### src/rtl/seq1101_pkg.sv
// Shared definitions for the 1101-framed serial link (transmitter and detector).
package seq1101_pkg;

  // Transmitter frame phases.
  typedef enum logic [1:0] {
    ST_IDLE = 2'd0,
    ST_SYNC = 2'd1,
    ST_DATA = 2'd2,
    ST_GAP  = 2'd3
  } state_t;

  // Sync word marking the start of every payload, sent MSB-first.
  localparam logic [3:0] SYNC_PATTERN = 4'b1101;
  localparam int         SYNC_LEN     = 4;

  // Largest of three lengths; sizes the shared phase counter.
  function automatic int max3(input int a, input int b, input int c);
    int m;
    m = a;
    if (b > m) m = b;
    if (c > m) m = c;
    return m;
  endfunction

endpackage

### src/rtl/seq1101_tx.sv
// Serial framing transmitter: per accepted word emits 1101, the word MSB-first,
// then GAP idle zeros. x, busy and done are registered; in_ready is decoded
// from state so a new word can be taken in the final gap cycle with no dead cycle.
module seq1101_tx
  import seq1101_pkg::*;
#(
  parameter int DATA_W = 8,
  parameter int GAP    = 2
) (
  input  logic              CLK,
  input  logic              RESET,
  input  logic              in_valid,
  input  logic [DATA_W-1:0] in_data,
  output logic              in_ready,
  output logic              x,
  output logic              busy,
  output logic              done
);

  localparam int CNT_W = $clog2(max3(SYNC_LEN, DATA_W, GAP));

  localparam logic [CNT_W-1:0] SYNC_LAST = CNT_W'(SYNC_LEN - 1);
  localparam logic [CNT_W-1:0] DATA_LAST = CNT_W'(DATA_W - 1);
  localparam logic [CNT_W-1:0] GAP_LAST  = CNT_W'(GAP - 1);

  state_t              state, nxt_state;
  logic [CNT_W-1:0]    cnt, nxt_cnt;
  logic [DATA_W-1:0]   shreg, nxt_shreg;
  logic                nxt_x, nxt_busy, nxt_done;
  logic                accept;
  logic [1:0]          sync_idx;

  // Ready in IDLE or in the last gap cycle; never while reset is asserted.
  always_comb begin
    in_ready = 1'b0;
    if (!RESET) begin
      in_ready = (state == ST_IDLE) || ((state == ST_GAP) && (cnt == GAP_LAST));
    end
  end

  assign accept = in_valid && in_ready;

  // Next-state, counter and shift register; outputs are precomputed from the
  // next state so the registered line carries the right bit in that cycle.
  always_comb begin
    nxt_state = state;
    nxt_cnt   = cnt;
    nxt_shreg = shreg;
    nxt_x     = 1'b0;
    nxt_busy  = 1'b0;
    nxt_done  = 1'b0;
    sync_idx  = 2'd0;

    case (state)
      ST_IDLE: begin
        if (accept) begin
          nxt_state = ST_SYNC;
          nxt_cnt   = '0;
          nxt_shreg = in_data;
        end
      end
      ST_SYNC: begin
        if (cnt == SYNC_LAST) begin
          nxt_state = ST_DATA;
          nxt_cnt   = '0;
        end else begin
          nxt_cnt = cnt + 1'b1;
        end
      end
      ST_DATA: begin
        nxt_shreg = shreg << 1;
        if (cnt == DATA_LAST) begin
          nxt_state = ST_GAP;
          nxt_cnt   = '0;
        end else begin
          nxt_cnt = cnt + 1'b1;
        end
      end
      ST_GAP: begin
        if (cnt == GAP_LAST) begin
          nxt_cnt = '0;
          if (accept) begin
            nxt_state = ST_SYNC;
            nxt_shreg = in_data;
          end else begin
            nxt_state = ST_IDLE;
          end
        end else begin
          nxt_cnt = cnt + 1'b1;
        end
      end
      default: begin
        nxt_state = ST_IDLE;
        nxt_cnt   = '0;
      end
    endcase

    sync_idx = 2'(SYNC_LEN - 1) - nxt_cnt[1:0];
    case (nxt_state)
      ST_SYNC: nxt_x = SYNC_PATTERN[sync_idx];
      ST_DATA: nxt_x = nxt_shreg[DATA_W-1];
      default: nxt_x = 1'b0;
    endcase
    nxt_busy = (nxt_state != ST_IDLE);
    nxt_done = (nxt_state == ST_DATA) && (nxt_cnt == DATA_LAST);
  end

  // State, counter, shift register and output registers; reset abandons any frame.
  always_ff @(posedge CLK) begin
    if (RESET) begin
      state <= ST_IDLE;
      cnt   <= '0;
      shreg <= '0;
      x     <= 1'b0;
      busy  <= 1'b0;
      done  <= 1'b0;
    end else begin
      state <= nxt_state;
      cnt   <= nxt_cnt;
      shreg <= nxt_shreg;
      x     <= nxt_x;
      busy  <= nxt_busy;
      done  <= nxt_done;
    end
  end

endmodule
### config.mk
export PLATFORM = sky130hd
export DESIGN_NAME = seq1101_tx
export DESIGN_NICKNAME = d
export VERILOG_FILES = /design/src/rtl/seq1101_pkg.sv /design/src/rtl/seq1101_tx.sv
export SDC_FILE = /design/constraint.sdc
export NUM_CORES = 1
export LEC_CHECK = 0
export CORE_ASPECT_RATIO = 0.8
export CORE_MARGIN = 3
export CORE_UTILIZATION = 50
export CTS_CLUSTER_SIZE = 12
export DETAILED_ROUTE_END_ITERATION = 7
export PLACE_DENSITY = 0.82
export REMOVE_ABC_BUFFERS = 1
export SYNTH_ARGS = -nofsm -noshare
export SYNTH_HDL_FRONTEND = slang
export SYNTH_SLANG_ARGS = --single-unit
### constraint.sdc
create_clock -name CLK -period 5.45 [get_ports CLK]
set_input_delay 1.635 -clock CLK [delete_from_list [all_inputs] [get_ports CLK]]
set_output_delay 1.635 -clock CLK [all_outputs]
set_load 0.05 [all_outputs]
==> results of run 1 <==
[critical path: cells and delay by family]
| family | cells | cell delay [ns] |
|---|---|---|
| buf+inv | 2 | 1.22 |
| simple gates | 1 | 0.11 |
[cell families after synthesis]
| logic type | after synthesis | share of synthesized area [%] |
|---|---|---|
| buffers and inverters | 12 | 6.13 |
| flip-flops | 16 | 36.5 |
| AND/OR/NAND/NOR | 32 | 20.5 |
| multiplexers | 3 | 3.99 |
| adder cells (fa/ha/maj) | 9 | 12.8 |
| AO/OA/AOI/OAI | 20 | 20.0 |
[sequential cells by signal (all words and copies together) (netlist names)]
signal and count:
x 1, done 1, cnt 3, state 2, busy 1, shreg 8
[worst max-delay path by stage]
stage	cells after the start	to	slack, ns	from
after global routing	3	in_ready	0.80	RESET
after detailed placement	3	in_ready	0.84	RESET
after CTS	3	in_ready	0.83	RESET
after floorplan	1	in_ready	1.53	RESET
after global placement	3	in_ready	0.86	RESET
final	3	in_ready	0.84	RESET
[layout by cell type (no fill, tap or decap)]
| cell type | n |
|---|---|
| sky130_fd_sc_hd__nor2_4 | 1 |
| sky130_fd_sc_hd__and3_1 | 1 |
| sky130_fd_sc_hd__nand3b_2 | 1 |
| sky130_fd_sc_hd__a222oi_1 | 7 |
| sky130_fd_sc_hd__nor2_8 | 1 |
| sky130_fd_sc_hd__mux2_4 | 1 |
| sky130_fd_sc_hd__a22oi_1 | 2 |
| sky130_fd_sc_hd__inv_1 | 8 |
| sky130_fd_sc_hd__o22ai_1 | 1 |
| sky130_fd_sc_hd__o31ai_1 | 1 |
| sky130_fd_sc_hd__nor2b_1 | 4 |
| sky130_fd_sc_hd__ha_1 | 9 |
| sky130_fd_sc_hd__clkdlybuf4s50_1 | 14 |
| sky130_fd_sc_hd__nand2_1 | 4 |
| sky130_fd_sc_hd__nor2_2 | 1 |
| sky130_fd_sc_hd__o32a_1 | 1 |
| sky130_fd_sc_hd__o21a_1 | 1 |
| sky130_fd_sc_hd__a221o_1 | 1 |
| sky130_fd_sc_hd__a31oi_1 | 1 |
| sky130_fd_sc_hd__nor3b_1 | 1 |
| sky130_fd_sc_hd__nand2b_4 | 1 |
| sky130_fd_sc_hd__clkbuf_4 | 3 |
| sky130_fd_sc_hd__o21ai_1 | 1 |
| sky130_fd_sc_hd__mux2i_1 | 2 |
| sky130_fd_sc_hd__buf_4 | 1 |
| sky130_fd_sc_hd__dfxtp_1 | 16 |
| sky130_fd_sc_hd__clkbuf_8 | 1 |
| sky130_fd_sc_hd__nor2_1 | 17 |
| sky130_fd_sc_hd__a31oi_2 | 1 |
| sky130_fd_sc_hd__a21oi_1 | 2 |
| sky130_fd_sc_hd__a311oi_2 | 1 |
| sky130_fd_sc_hd__inv_2 | 1 |
[report_power, final]
part           internal [W]  leakage, nW  switching [W]
Clock             0.0000407       0.0210      0.0000373
Sequential         0.000122        0.130     0.00000542
Combinational     0.0000212        0.294      0.0000226
Total              0.000184        0.446      0.0000653
[area by class of cell]
type | count | area [sq um] | share of cell area [%]
clock buffers | 4 | 36.3 | 3.40
flip-flops and latches | 16 | 320 | 30.0
inverters | 9 | 33.8 | 3.17
multi-input cells | 64 | 503 | 47.1
repair buffers | 15 | 148 | 13.8
well taps | 21 | 26.3 | 2.46
[metal layers]
| layer | up-vias | wire, um | track usage, % |
|---|---|---|---|
| met4 | 0 | 0 | 3.06 |
| met1 | 345 | 886 | 24.6 |
| met3 | 0 | 98 | 6.19 |
| met5 | - | 0 | 0 |
| met2 | 18 | 897 | 28.5 |
| li1 | 359 | - | - |
[per-stage QoR]
stage | utilization [%] | power [W] | area [sq um] | worst slack (ns)
floorplan | - | 0.000155 | 857 | 1.53
global placement | 68.0 | 0.000171 | 1030 | 0.862
detailed placement | 68.0 | 0.000173 | 1030 | 0.841
CTS | 70.4 | 0.000251 | 1070 | 0.833
global route | 70.4 | 0.000261 | 1070 | 0.804
finish | 70.4 | 0.000249 | 1070 | 0.842
[cells in the mapped netlist, drive strengths merged]
library cell / number
nor2: 20
dfxtp: 16
ha: 9
inv: 9
a222oi: 7
nand2: 4
nor2b: 4
a21oi: 2
a22oi: 2
a31oi: 2
buf: 2
mux2i: 2
a221o: 1
a311oi: 1
and3: 1
clkbuf: 1
mux2: 1
nand2b: 1
nand3b: 1
nor3b: 1
o21a: 1
o21ai: 1
o22ai: 1
o31ai: 1
o32a: 1
==> metrics.txt, run 1 <==
# TYPE chip_impl_metric gauge
chip_impl_metric{name="h-tree-depth",unit=""} 1
chip_impl_metric{name="n_fill_cell",unit=""} 114
chip_impl_metric{name="synth.avg_cell_area",unit="sq um"} 9.53
chip_impl_metric{name="cts.path.max_buffers",unit=""} 2
chip_impl_metric{name="port_buffers",unit=""} 14
chip_impl_metric{name="boundary_pins",unit=""} 15
chip_impl_info{name="worst_hold_path_type",value="reg -> reg"} 1
chip_impl_info{name="timing.setup.critical_path_class",value="in -> out"} 1
chip_impl_metric{name="grt_pass1_wl",unit="mm"} 3.11
chip_impl_metric{name="die_width",unit="um"} 52.8
chip_impl_info{name="cp-start-kind",value="input port"} 1
chip_impl_metric{name="layout.nets",unit=""} 129
chip_impl_metric{name="cts_setup_buffers",unit=""} 0
chip_impl_metric{name="synth-seq-area-share",unit="%"} 36.5
chip_impl_metric{name="number_of_different_library_cells_in_the_post_synthesis_netlist",unit=""} 31
chip_impl_info{name="critical_path.slowest_cell",value="sky130_fd_sc_hd__clkdlybuf4s50_1"} 1
chip_impl_metric{name="dpl.cell_count",unit=""} 125
chip_impl_metric{name="setup-violations-final",unit=""} 0
chip_impl_metric{name="fp.dieH",unit="um"} 43.5
chip_impl_metric{name="slew_headroom",unit="%"} 63.9
chip_impl_info{name="tritoncts",value="yes"} 1
chip_impl_metric{name="max_cap_viol_count",unit=""} 0
chip_impl_metric{name="maxClockFrequency",unit="GHz"} 0.217
chip_impl_metric{name="cts_resized",unit=""} 0
chip_impl_info{name="min_from",value="shreg[0]"} 1
chip_impl_info{name="rsz_0062_raised_after_global_routing",value="no"} 1
chip_impl_metric{name="arrival",unit="ns"} 2.97
chip_impl_metric{name="power_density",unit="nW/um^2"} 234
chip_impl_metric{name="wl",unit="mm"} 1.88
chip_impl_metric{name="cts_hold_buf",unit=""} 0
chip_impl_metric{name="max-vdd-ir-drop",unit="mV"} 0.153
chip_impl_metric{name="path_max_fanout",unit=""} 2
chip_impl_metric{name="first_pass_iters",unit=""} 4
chip_impl_metric{name="skew",unit="ns"} 0.00202
chip_impl_metric{name="p_leak",unit="nW"} 0.446
chip_impl_metric{name="antenna_violations_before_repair",unit=""} 0
chip_impl_metric{name="timing.final.crit_share",unit="%"} 84.6
chip_impl_info{name="synth.area.top_cells",value="sky130_fd_sc_hd__dfxtp_1 37%, sky130_fd_sc_hd__ha_1 13%, sky130_fd_sc_hd__a222oi_1 8.0%, sky130_fd_sc_hd__nor2_1 7.3%, sky130_fd_sc_hd__inv_1 3.4%"} 1
chip_impl_metric{name="synthesis.area",unit="sq um"} 877
chip_impl_metric{name="report.final.hold_viol_count",unit=""} 0
chip_impl_metric{name="antenna_left",unit=""} 0
chip_impl_metric{name="drt_drc_violations_left",unit=""} 0
chip_impl_metric{name="yosys_warnings",unit=""} 0
chip_impl_metric{name="starting_utilization_of_the_core_area",unit="%"} 57.8
chip_impl_metric{name="gpl.final_weighted_congestion",unit=""} 0.767
chip_impl_metric{name="post-dp-hpwl",unit="mm"} 1.39
chip_impl_metric{name="clkTransAtPathRegs",unit="ns"} 0.09
chip_impl_info{name="startpoint_of_the_worst_register_to_register_path",value="state[0]"} 1
chip_impl_metric{name="post_drt_wl_per_cell",unit="um"} 14.6
chip_impl_metric{name="number_of_vias_per_cell",unit=""} 5.60
chip_impl_metric{name="netlist.area_leader.share",unit="%"} 36.5
chip_impl_metric{name="timing.reg2reg.setup_slack",unit="ns"} 3.17
chip_impl_info{name="clock_tree.root_cell",value="sky130_fd_sc_hd__clkbuf_4"} 1
chip_impl_metric{name="clock-sinks",unit=""} 16
chip_impl_metric{name="area.growth.synth_to_final",unit="%"} 21.7
chip_impl_metric{name="worst_ep_required_time",unit="ns"} 3.82
chip_impl_metric{name="core_region_area",unit="sq um"} 1520
chip_impl_info{name="timing.critical_path.mode_cell",value="sky130_fd_sc_hd__clkdlybuf4s50_1"} 1
chip_impl_metric{name="via_count_of_the_first_global_routing_pass",unit=""} 696
chip_impl_metric{name="grt_start_max_net_pins",unit=""} 17
chip_impl_metric{name="tightest_slew",unit="ns"} 0.541
chip_impl_metric{name="critical_path_s_largest_stage_delay",unit="ns"} 0.80
chip_impl_metric{name="final-instance-count-excl-fill",unit=""} 129
chip_impl_metric{name="vias",unit=""} 722
chip_impl_metric{name="synthCells",unit=""} 92
chip_impl_metric{name="global_route.usage.total",unit="%"} 18.2
chip_impl_metric{name="clock_insertion_delay_worst_skew",unit="ns"} 0.29
chip_impl_metric{name="min_delay_path_depth",unit=""} 2
chip_impl_metric{name="totalNegativeSetupSlack",unit="ns"} 0
chip_impl_metric{name="layout_min_cycle_time",unit="ns"} 4.61
chip_impl_info{name="timing.critical_path.to_type",value="output port"} 1
chip_impl_metric{name="total_cts_buffers",unit=""} 3
chip_impl_metric{name="synth.ff_latch_count",unit=""} 16
chip_impl_metric{name="detail_route.iter0.violations",unit=""} 60
chip_impl_metric{name="rows",unit=""} 12
chip_impl_info{name="critical_path.cell_chain",value="clkdlybuf4s50_1, nor2_1, clkdlybuf4s50_1"} 1
chip_impl_metric{name="drive_gt1_share",unit="%"} 13.0
chip_impl_info{name="synth_top_area_cell",value="sky130_fd_sc_hd__dfxtp_1"} 1
chip_impl_metric{name="final.hold.worst_slack",unit="ns"} 0.533
chip_impl_info{name="min_delay_worst_endpoint",value="shreg[0]"} 1
chip_impl_info{name="run_status",value="completed"} 1
chip_impl_metric{name="grt_remaining_overflow",unit=""} 0
chip_impl_info{name="worst_r2r_endpoint",value="x"} 1
chip_impl_metric{name="die_area",unit="sq um"} 2300
chip_impl_metric{name="path_depth_of_the_worst_reg2reg_path",unit=""} 7
chip_impl_metric{name="antenna_cells",unit=""} 0
chip_impl_metric{name="finalMaxSlewViolations",unit=""} 0
Note: power is estimated with default switching activity, not from simulation.
==> inputs of run 2 (changes only) <==
==> constraint.sdc (replaced) <==
create_clock -name CLK -period 4.6 [get_ports CLK]
set_input_delay 1.38 -clock CLK [delete_from_list [all_inputs] [get_ports CLK]]
set_output_delay 1.38 -clock CLK [all_outputs]
set_load 0.05 [all_outputs]
==> run 2 against run 1 <==
Net effect: cell area shrank 1.5%; critical endpoint unchanged; sequential share of layout area grew 0.46 points; count of clock-buffer cells in the layout shrank 1; critical path depth grew 1; largest power group unchanged; die area is the same; highest routed layer is now met4; global-route usage grew 0.18 points; core utilization shrank 1.1 points; clock skew grew 0.0024 ns; non-clock buffer count is the same; sequential cell count is the same; clock power shrank 7.8%.
==> metrics.txt, run 2 (synthesized netlist as in run 1, its figures left out) <==
# TYPE chip_impl_metric gauge
chip_impl_info{name="biggestRegsByFlops",value="shreg (8), cnt (3), state (2)"} 1
chip_impl_info{name="worst_hold_path_type",value="reg -> reg"} 1
chip_impl_metric{name="timing.reg2reg.setup_slack",unit="ns"} 2.31
chip_impl_metric{name="rows",unit=""} 12
chip_impl_metric{name="ff_latch_area",unit="sq um"} 320
chip_impl_metric{name="first_pass_iters",unit=""} 6
chip_impl_metric{name="path_max_fanout",unit=""} 17
chip_impl_metric{name="slew_headroom",unit="%"} 61.9
chip_impl_metric{name="layout_min_cycle_time",unit="ns"} 3.68
chip_impl_metric{name="cell_internal_pwr",unit="W"} 0.000200
chip_impl_metric{name="grt_start_max_net_pins",unit=""} 18
chip_impl_metric{name="core_region_area",unit="sq um"} 1520
chip_impl_metric{name="cts_setup_buffers",unit=""} 0
chip_impl_info{name="timing.critical_path.to_type",value="output port"} 1
chip_impl_metric{name="final.hold.worst_slack",unit="ns"} 0.529
chip_impl_info{name="registers.top_by_ff_count",value="shreg"} 1
chip_impl_metric{name="antenna_left",unit=""} 0
chip_impl_info{name="crit_path_start",value="RESET"} 1
chip_impl_metric{name="vias",unit=""} 720
chip_impl_metric{name="post_drt_wl_per_cell",unit="um"} 13.9
chip_impl_metric{name="h-tree-depth",unit=""} 1
chip_impl_metric{name="timing.final.ws_setup",unit="ns"} 0.924
chip_impl_metric{name="report.final.hold_viol_count",unit=""} 0
chip_impl_info{name="leading_cell_type_in_the_layout_fill_and_taps_excluded",value="sky130_fd_sc_hd__nor2_1"} 1
chip_impl_metric{name="largest_reg_flops",unit=""} 8
chip_impl_metric{name="timing.final.crit_share",unit="%"} 79.9
chip_impl_metric{name="cts.path.max_buffers",unit=""} 2
chip_impl_metric{name="power.share.switching",unit="%"} 26.9
chip_impl_info{name="tritoncts",value="yes"} 1
chip_impl_metric{name="arrival",unit="ns"} 2.30
chip_impl_metric{name="cts_resized",unit=""} 0
chip_impl_metric{name="max-vdd-ir-drop",unit="mV"} 0.214
chip_impl_metric{name="layout.nets",unit=""} 129
chip_impl_metric{name="max_cap_viol_count",unit=""} 0
chip_impl_metric{name="global_route.usage.total",unit="%"} 18.4
chip_impl_metric{name="skew",unit="ns"} 0.00446
chip_impl_metric{name="n_fill_cell",unit=""} 117
chip_impl_metric{name="area.growth.synth_to_final",unit="%"} 19.8
chip_impl_metric{name="port_buffers",unit=""} 14
chip_impl_metric{name="clock_insertion_delay_worst_skew",unit="ns"} 0.29
chip_impl_metric{name="setup-violations-final",unit=""} 0
chip_impl_metric{name="place_worst_setup_slack",unit="ns"} 0.917
chip_impl_metric{name="finalMaxSlewViolations",unit=""} 0
chip_impl_metric{name="boundary_pins",unit=""} 15
chip_impl_metric{name="number_of_vias_per_cell",unit=""} 5.63
chip_impl_metric{name="antenna_cells",unit=""} 0
chip_impl_info{name="worst_r2r_endpoint",value="x"} 1
chip_impl_info{name="most-common-layout-cells",value="17 x sky130_fd_sc_hd__nor2_1, 16 x sky130_fd_sc_hd__dfxtp_1, 13 x sky130_fd_sc_hd__clkdlybuf4s50_1, 9 x sky130_fd_sc_hd__ha_1, 8 x sky130_fd_sc_hd__inv_1"} 1
chip_impl_metric{name="power_density",unit="nW/um^2"} 260
chip_impl_metric{name="die_area",unit="sq um"} 2300
chip_impl_metric{name="p_sw",unit="W"} 0.0000734
chip_impl_metric{name="totalNegativeSetupSlack",unit="ns"} 0
chip_impl_info{name="run_status",value="completed"} 1
chip_impl_info{name="timing.setup.critical_path_class",value="in -> out"} 1
chip_impl_metric{name="die_width",unit="um"} 52.8
chip_impl_metric{name="p_leak",unit="nW"} 0.440
chip_impl_metric{name="drt_drc_violations_left",unit=""} 0
chip_impl_info{name="startpoint_of_the_worst_register_to_register_path",value="state[0]"} 1
chip_impl_metric{name="antenna_violations_before_repair",unit=""} 0
chip_impl_metric{name="post-dp-hpwl",unit="mm"} 1.34
chip_impl_metric{name="detail_route.iter0.violations",unit=""} 62
chip_impl_metric{name="postLayoutCellArea",unit="sq um"} 1050
chip_impl_info{name="crit_path_end",value="in_ready"} 1
chip_impl_metric{name="utilization_after_layout",unit="%"} 69.3
chip_impl_metric{name="multi_input_area",unit="sq um"} 503
chip_impl_metric{name="fp.dieH",unit="um"} 43.5
chip_impl_metric{name="cts_hold_buf",unit=""} 0
chip_impl_metric{name="total_cts_buffers",unit=""} 3
chip_impl_metric{name="grt_pass1_wl",unit="mm"} 3.06
chip_impl_metric{name="wl",unit="mm"} 1.78
chip_impl_metric{name="clkTransAtPathRegs",unit="ns"} 0.09
chip_impl_metric{name="starting_utilization_of_the_core_area",unit="%"} 57.8
chip_impl_metric{name="grt_remaining_overflow",unit=""} 0
chip_impl_info{name="clock_tree.root_cell",value="sky130_fd_sc_hd__clkbuf_4"} 1
chip_impl_metric{name="maxClockFrequency",unit="GHz"} 0.272
chip_impl_metric{name="power.sequential.fraction",unit="%"} 55.2
chip_impl_metric{name="clock-sinks",unit=""} 16
chip_impl_metric{name="worst_ep_required_time",unit="ns"} 3.22
chip_impl_info{name="rsz_0062_raised_after_global_routing",value="no"} 1
chip_impl_metric{name="path_depth_of_the_worst_reg2reg_path",unit=""} 7
chip_impl_metric{name="gpl.final_weighted_congestion",unit=""} 0.865
chip_impl_info{name="cp-start-kind",value="input port"} 1
chip_impl_metric{name="tightest_slew",unit="ns"} 0.571
chip_impl_metric{name="clock_power_share",unit="%"} 26.3
chip_impl_metric{name="combinationalPowerShare",unit="%"} 18.5
chip_impl_metric{name="drive_gt1_share",unit="%"} 13.1
chip_impl_metric{name="dpl-instance-area",unit="sq um"} 1030
chip_impl_metric{name="via_count_of_the_first_global_routing_pass",unit=""} 670
run 2: changes by cell type in the layout (fill, tap and decap cells not counted), sizes merged:
| cell | delta |
|---|---|
| buf | +1 |
| clkbuf | -1 |
| clkdlybuf4s50 | -1 |
run 2: worst min-delay path by stage:
| stage | start | slack (ns) | to | depth (start not counted) |
|---|---|---|---|---|
| floorplan | shreg[0] | 0.46 | shreg[0] | 2 |
| global placement | shreg[0] | 0.48 | shreg[0] | 2 |
| detailed placement | shreg[1] | 0.51 | shreg[1] | 2 |
| CTS | shreg[1] | 0.53 | shreg[1] | 2 |
| global route | shreg[3] | 0.56 | shreg[3] | 2 |
| finish | shreg[1] | 0.53 | shreg[1] | 2 |
run 2: power by group through the flow:
stage	sequential (W)	combinational, W	clock (W)
detailed placement	0.000154	0.0000501	0
CTS	0.000151	0.0000504	0.0000747
global placement	0.000153	0.0000490	0
global route	0.000152	0.0000552	0.0000809
floorplan	0.000156	0.0000275	0
finish	0.000151	0.0000504	0.0000718
run 2: layout make-up:
type                       count  share of cell area [%]
sequential                    16                    30.5
timing repair buffer          15                    13.8
multi-input combinational     64                    47.9
clock buffer                   3                    2.14
inverter                       9                    3.21
tap                           21                    2.50
run 2: layer usage:
| layer | share of wire, % | GRT usage (%) | up-vias |
|---|---|---|---|
| met5 | 0 | 0 | - |
| met4 | 1.5 | 9.18 | 0 |
| met3 | 7.4 | 7.56 | 5 |
| met2 | 45 | 25.5 | 26 |
| met1 | 46 | 24.4 | 325 |
| li1 | - | - | 364 |
run 2: critical path, stage by stage:
cell and delay, ns:
sky130_fd_sc_hd__clkdlybuf4s50_1 0.46, sky130_fd_sc_hd__buf_4 0.20, sky130_fd_sc_hd__nor2_1 0.07, sky130_fd_sc_hd__buf_4 0.19
run 2: stage by stage:
step / cells / power (W)
floorplan: 89 / 0.000184
global placement: 125 / 0.000202
detailed placement: 125 / 0.000204
CTS: 128 / 0.000276
global route: 128 / 0.000288
finish: 128 / 0.000273
==> inputs of run 3 (changes only) <==
==> constraint.sdc (replaced) <==
create_clock -name CLK -period 3.7 [get_ports CLK]
set_input_delay 1.11 -clock CLK [delete_from_list [all_inputs] [get_ports CLK]]
set_output_delay 1.11 -clock CLK [all_outputs]
set_load 0.05 [all_outputs]
==> run 3 against run 2 <==
Net effect: via count is 0.28% lower; total power is 34% higher; count of clock-buffer cells in the layout is 1 higher; first-iteration DRC count is 16% lower; cell count is 0.78% higher; largest cell class unchanged; largest power group unchanged.
==> metrics.txt, run 3 (synthesized netlist as in run 1, its figures left out) <==
# TYPE chip_impl_metric gauge
chip_impl_metric{name="via_count_of_the_first_global_routing_pass",unit=""} 657
chip_impl_info{name="registers.top_by_ff_count",value="shreg"} 1
chip_impl_metric{name="fp.dieH",unit="um"} 43.5
chip_impl_metric{name="layout_min_cycle_time",unit="ns"} 3.01
chip_impl_info{name="rsz_0062_raised_after_global_routing",value="no"} 1
chip_impl_metric{name="number_of_vias_per_cell",unit=""} 5.57
chip_impl_metric{name="port_buffers",unit=""} 14
chip_impl_metric{name="post_drt_wl_per_cell",unit="um"} 13.8
chip_impl_metric{name="timing.reg2reg.setup_slack",unit="ns"} 1.48
chip_impl_metric{name="max-vdd-ir-drop",unit="mV"} 0.258
chip_impl_metric{name="path_depth_of_the_worst_reg2reg_path",unit=""} 7
chip_impl_metric{name="die_area",unit="sq um"} 2300
chip_impl_info{name="run_status",value="completed"} 1
chip_impl_metric{name="vias",unit=""} 718
chip_impl_metric{name="report.final.hold_viol_count",unit=""} 0
chip_impl_metric{name="starting_utilization_of_the_core_area",unit="%"} 57.8
chip_impl_info{name="timing.setup.critical_path_class",value="in -> out"} 1
chip_impl_metric{name="clock-sinks",unit=""} 16
chip_impl_metric{name="drive_gt1_share",unit="%"} 13.9
chip_impl_metric{name="h-tree-depth",unit=""} 1
chip_impl_metric{name="timing.final.crit_share",unit="%"} 81.3
chip_impl_metric{name="area.growth.synth_to_final",unit="%"} 22.8
chip_impl_metric{name="global_route.usage.total",unit="%"} 17.6
chip_impl_metric{name="global_route.usage.met2",unit="%"} 27.7
chip_impl_info{name="busiest_layer",value="met2"} 1
chip_impl_metric{name="antenna_left",unit=""} 0
chip_impl_metric{name="totalNegativeSetupSlack",unit="ns"} 0
chip_impl_metric{name="max_cap_viol_count",unit=""} 0
chip_impl_metric{name="cts_resized",unit=""} 0
chip_impl_metric{name="cts_setup_buffers",unit=""} 0
chip_impl_info{name="timing.critical_path.to_type",value="output port"} 1
chip_impl_metric{name="grt_pass1_wl",unit="mm"} 3.02
chip_impl_metric{name="gpl.final_weighted_congestion",unit=""} 0.835
chip_impl_metric{name="path_max_fanout",unit=""} 2
chip_impl_metric{name="grt_remaining_overflow",unit=""} 0
chip_impl_metric{name="final.hold.worst_slack",unit="ns"} 0.533
chip_impl_metric{name="setup-violations-final",unit=""} 0
chip_impl_metric{name="cts.path.max_buffers",unit=""} 2
chip_impl_metric{name="rows",unit=""} 12
chip_impl_info{name="critical_path.slowest_cell",value="sky130_fd_sc_hd__clkdlybuf4s50_1"} 1
chip_impl_metric{name="groute.layer.met1.usage",unit="%"} 23.5
chip_impl_metric{name="first_pass_iters",unit=""} 4
chip_impl_metric{name="clkTransAtPathRegs",unit="ns"} 0.09
chip_impl_info{name="biggestRegsByFlops",value="shreg (8), cnt (3), state (2)"} 1
chip_impl_metric{name="die_width",unit="um"} 52.8
chip_impl_metric{name="core_region_area",unit="sq um"} 1520
chip_impl_metric{name="critical_path_s_largest_stage_delay",unit="ns"} 0.42
chip_impl_info{name="startpoint_of_the_worst_register_to_register_path",value="state[0]"} 1
chip_impl_metric{name="finalMaxSlewViolations",unit=""} 0
chip_impl_metric{name="slew_headroom",unit="%"} 64.6
chip_impl_metric{name="drt_drc_violations_left",unit=""} 0
chip_impl_metric{name="p_leak",unit="nW"} 0.451
chip_impl_metric{name="grt_util_met3",unit="%"} 6.19
chip_impl_metric{name="grt_start_max_net_pins",unit=""} 17
chip_impl_metric{name="postLayoutCellArea",unit="sq um"} 1080
chip_impl_metric{name="crit_buf_inv",unit=""} 2
chip_impl_metric{name="largest_reg_flops",unit=""} 8
chip_impl_metric{name="maxClockFrequency",unit="GHz"} 0.332
chip_impl_metric{name="wl",unit="mm"} 1.79
chip_impl_metric{name="clock_insertion_delay_worst_skew",unit="ns"} 0.28
chip_impl_info{name="critical_path.cell_chain",value="clkdlybuf4s50_1, nor2_1, buf_12"} 1
chip_impl_metric{name="cts_hold_buf",unit=""} 0
chip_impl_metric{name="total_cts_buffers",unit=""} 3
chip_impl_metric{name="worst_ep_required_time",unit="ns"} 2.59
chip_impl_info{name="worst_hold_path_type",value="reg -> reg"} 1
chip_impl_metric{name="post-dp-hpwl",unit="mm"} 1.36
chip_impl_info{name="clock_tree.root_cell",value="sky130_fd_sc_hd__clkbuf_4"} 1
chip_impl_metric{name="antenna_cells",unit=""} 0
chip_impl_metric{name="arrival",unit="ns"} 1.90
chip_impl_metric{name="antenna_violations_before_repair",unit=""} 0
chip_impl_metric{name="power_density",unit="nW/um^2"} 340
chip_impl_info{name="worst_r2r_endpoint",value="x"} 1
chip_impl_metric{name="detail_route.iter0.violations",unit=""} 52
chip_impl_info{name="cp-start-kind",value="input port"} 1
chip_impl_metric{name="dpl-instance-area",unit="sq um"} 1040
chip_impl_info{name="tritoncts",value="yes"} 1
chip_impl_info{name="min_delay_worst_endpoint",value="shreg[3]"} 1
chip_impl_metric{name="layout.nets",unit=""} 129
chip_impl_metric{name="min_delay_path_depth",unit=""} 2
chip_impl_metric{name="skew",unit="ns"} 0.000771
chip_impl_info{name="leading_cell_type_in_the_layout_fill_and_taps_excluded",value="sky130_fd_sc_hd__nor2_1"} 1
chip_impl_metric{name="tightest_slew",unit="ns"} 0.530
chip_impl_info{name="most-common-layout-cells",value="17 x sky130_fd_sc_hd__nor2_1, 16 x sky130_fd_sc_hd__dfxtp_1, 13 x sky130_fd_sc_hd__clkdlybuf4s50_1, 9 x sky130_fd_sc_hd__ha_1, 8 x sky130_fd_sc_hd__inv_1"} 1
chip_impl_metric{name="utilization_after_layout",unit="%"} 71.0
chip_impl_info{name="min_from",value="shreg[3]"} 1
chip_impl_info{name="crit_family",value="buffers and inverters"} 1
chip_impl_metric{name="boundary_pins",unit=""} 15
## run 3: changes by cell type in the layout (fill, tap and decap cells not counted)
cell / before / now
sky130_fd_sc_hd__clkbuf_8: 0 / 1
sky130_fd_sc_hd__buf_12: 0 / 1
sky130_fd_sc_hd__buf_4: 2 / 1
## run 3: layer usage
metal / up-vias / share of wire [%]
met5: - / 0
met4: 0 / 0
met3: 0 / 6.3
met2: 21 / 46
met1: 336 / 47
li1: 361 / -
## run 3: power by group
part	switching (W)	leakage, nW	internal (W)
Sequential	0.00000802	0.130	0.000180
Combinational	0.0000325	0.300	0.0000328
Clock	0.0000536	0.0210	0.0000599
Total	0.0000941	0.451	0.000272
## run 3: final cells by class
| type | instances | area (sq um) |
|---|---|---|
| multi-input cells | 64 | 503 |
| fillers | 134 | 439 |
| flip-flops and latches | 16 | 320 |
| repair buffers | 15 | 158 |
| clock buffers | 4 | 36.3 |
| inverters | 9 | 33.8 |
| well taps | 21 | 26.3 |
## run 3: stage by stage
stage / worst slack (ns) / std cells / total power [W]
after floorplan: 0.826 / 89 / 0.000229
after global placement: 0.666 / 125 / 0.000255
after detailed placement: 0.589 / 125 / 0.000257
after CTS: 0.675 / 129 / 0.000371
after global routing: 0.667 / 129 / 0.000387
final: 0.690 / 129 / 0.000367
## run 3: worst reg2reg max path, stage by stage (launching register included)
cell and delay, ns:
sky130_fd_sc_hd__dfxtp_1 0.66, sky130_fd_sc_hd__a31oi_2 0.24, sky130_fd_sc_hd__o21a_1 0.24, sky130_fd_sc_hd__a311oi_2 0.37, sky130_fd_sc_hd__ha_1 0.29, sky130_fd_sc_hd__nor2b_1 0.14, sky130_fd_sc_hd__nand2_1 0.08, sky130_fd_sc_hd__o22ai_1 0.07
## run 3: worst max-delay path by stage
stage	startpoint	endpoint	cells after the start
floorplan	RESET	in_ready	1
global placement	RESET	x	9
detailed placement	RESET	x	9
CTS	RESET	in_ready	3
global route	RESET	in_ready	3
finish	RESET	in_ready	3
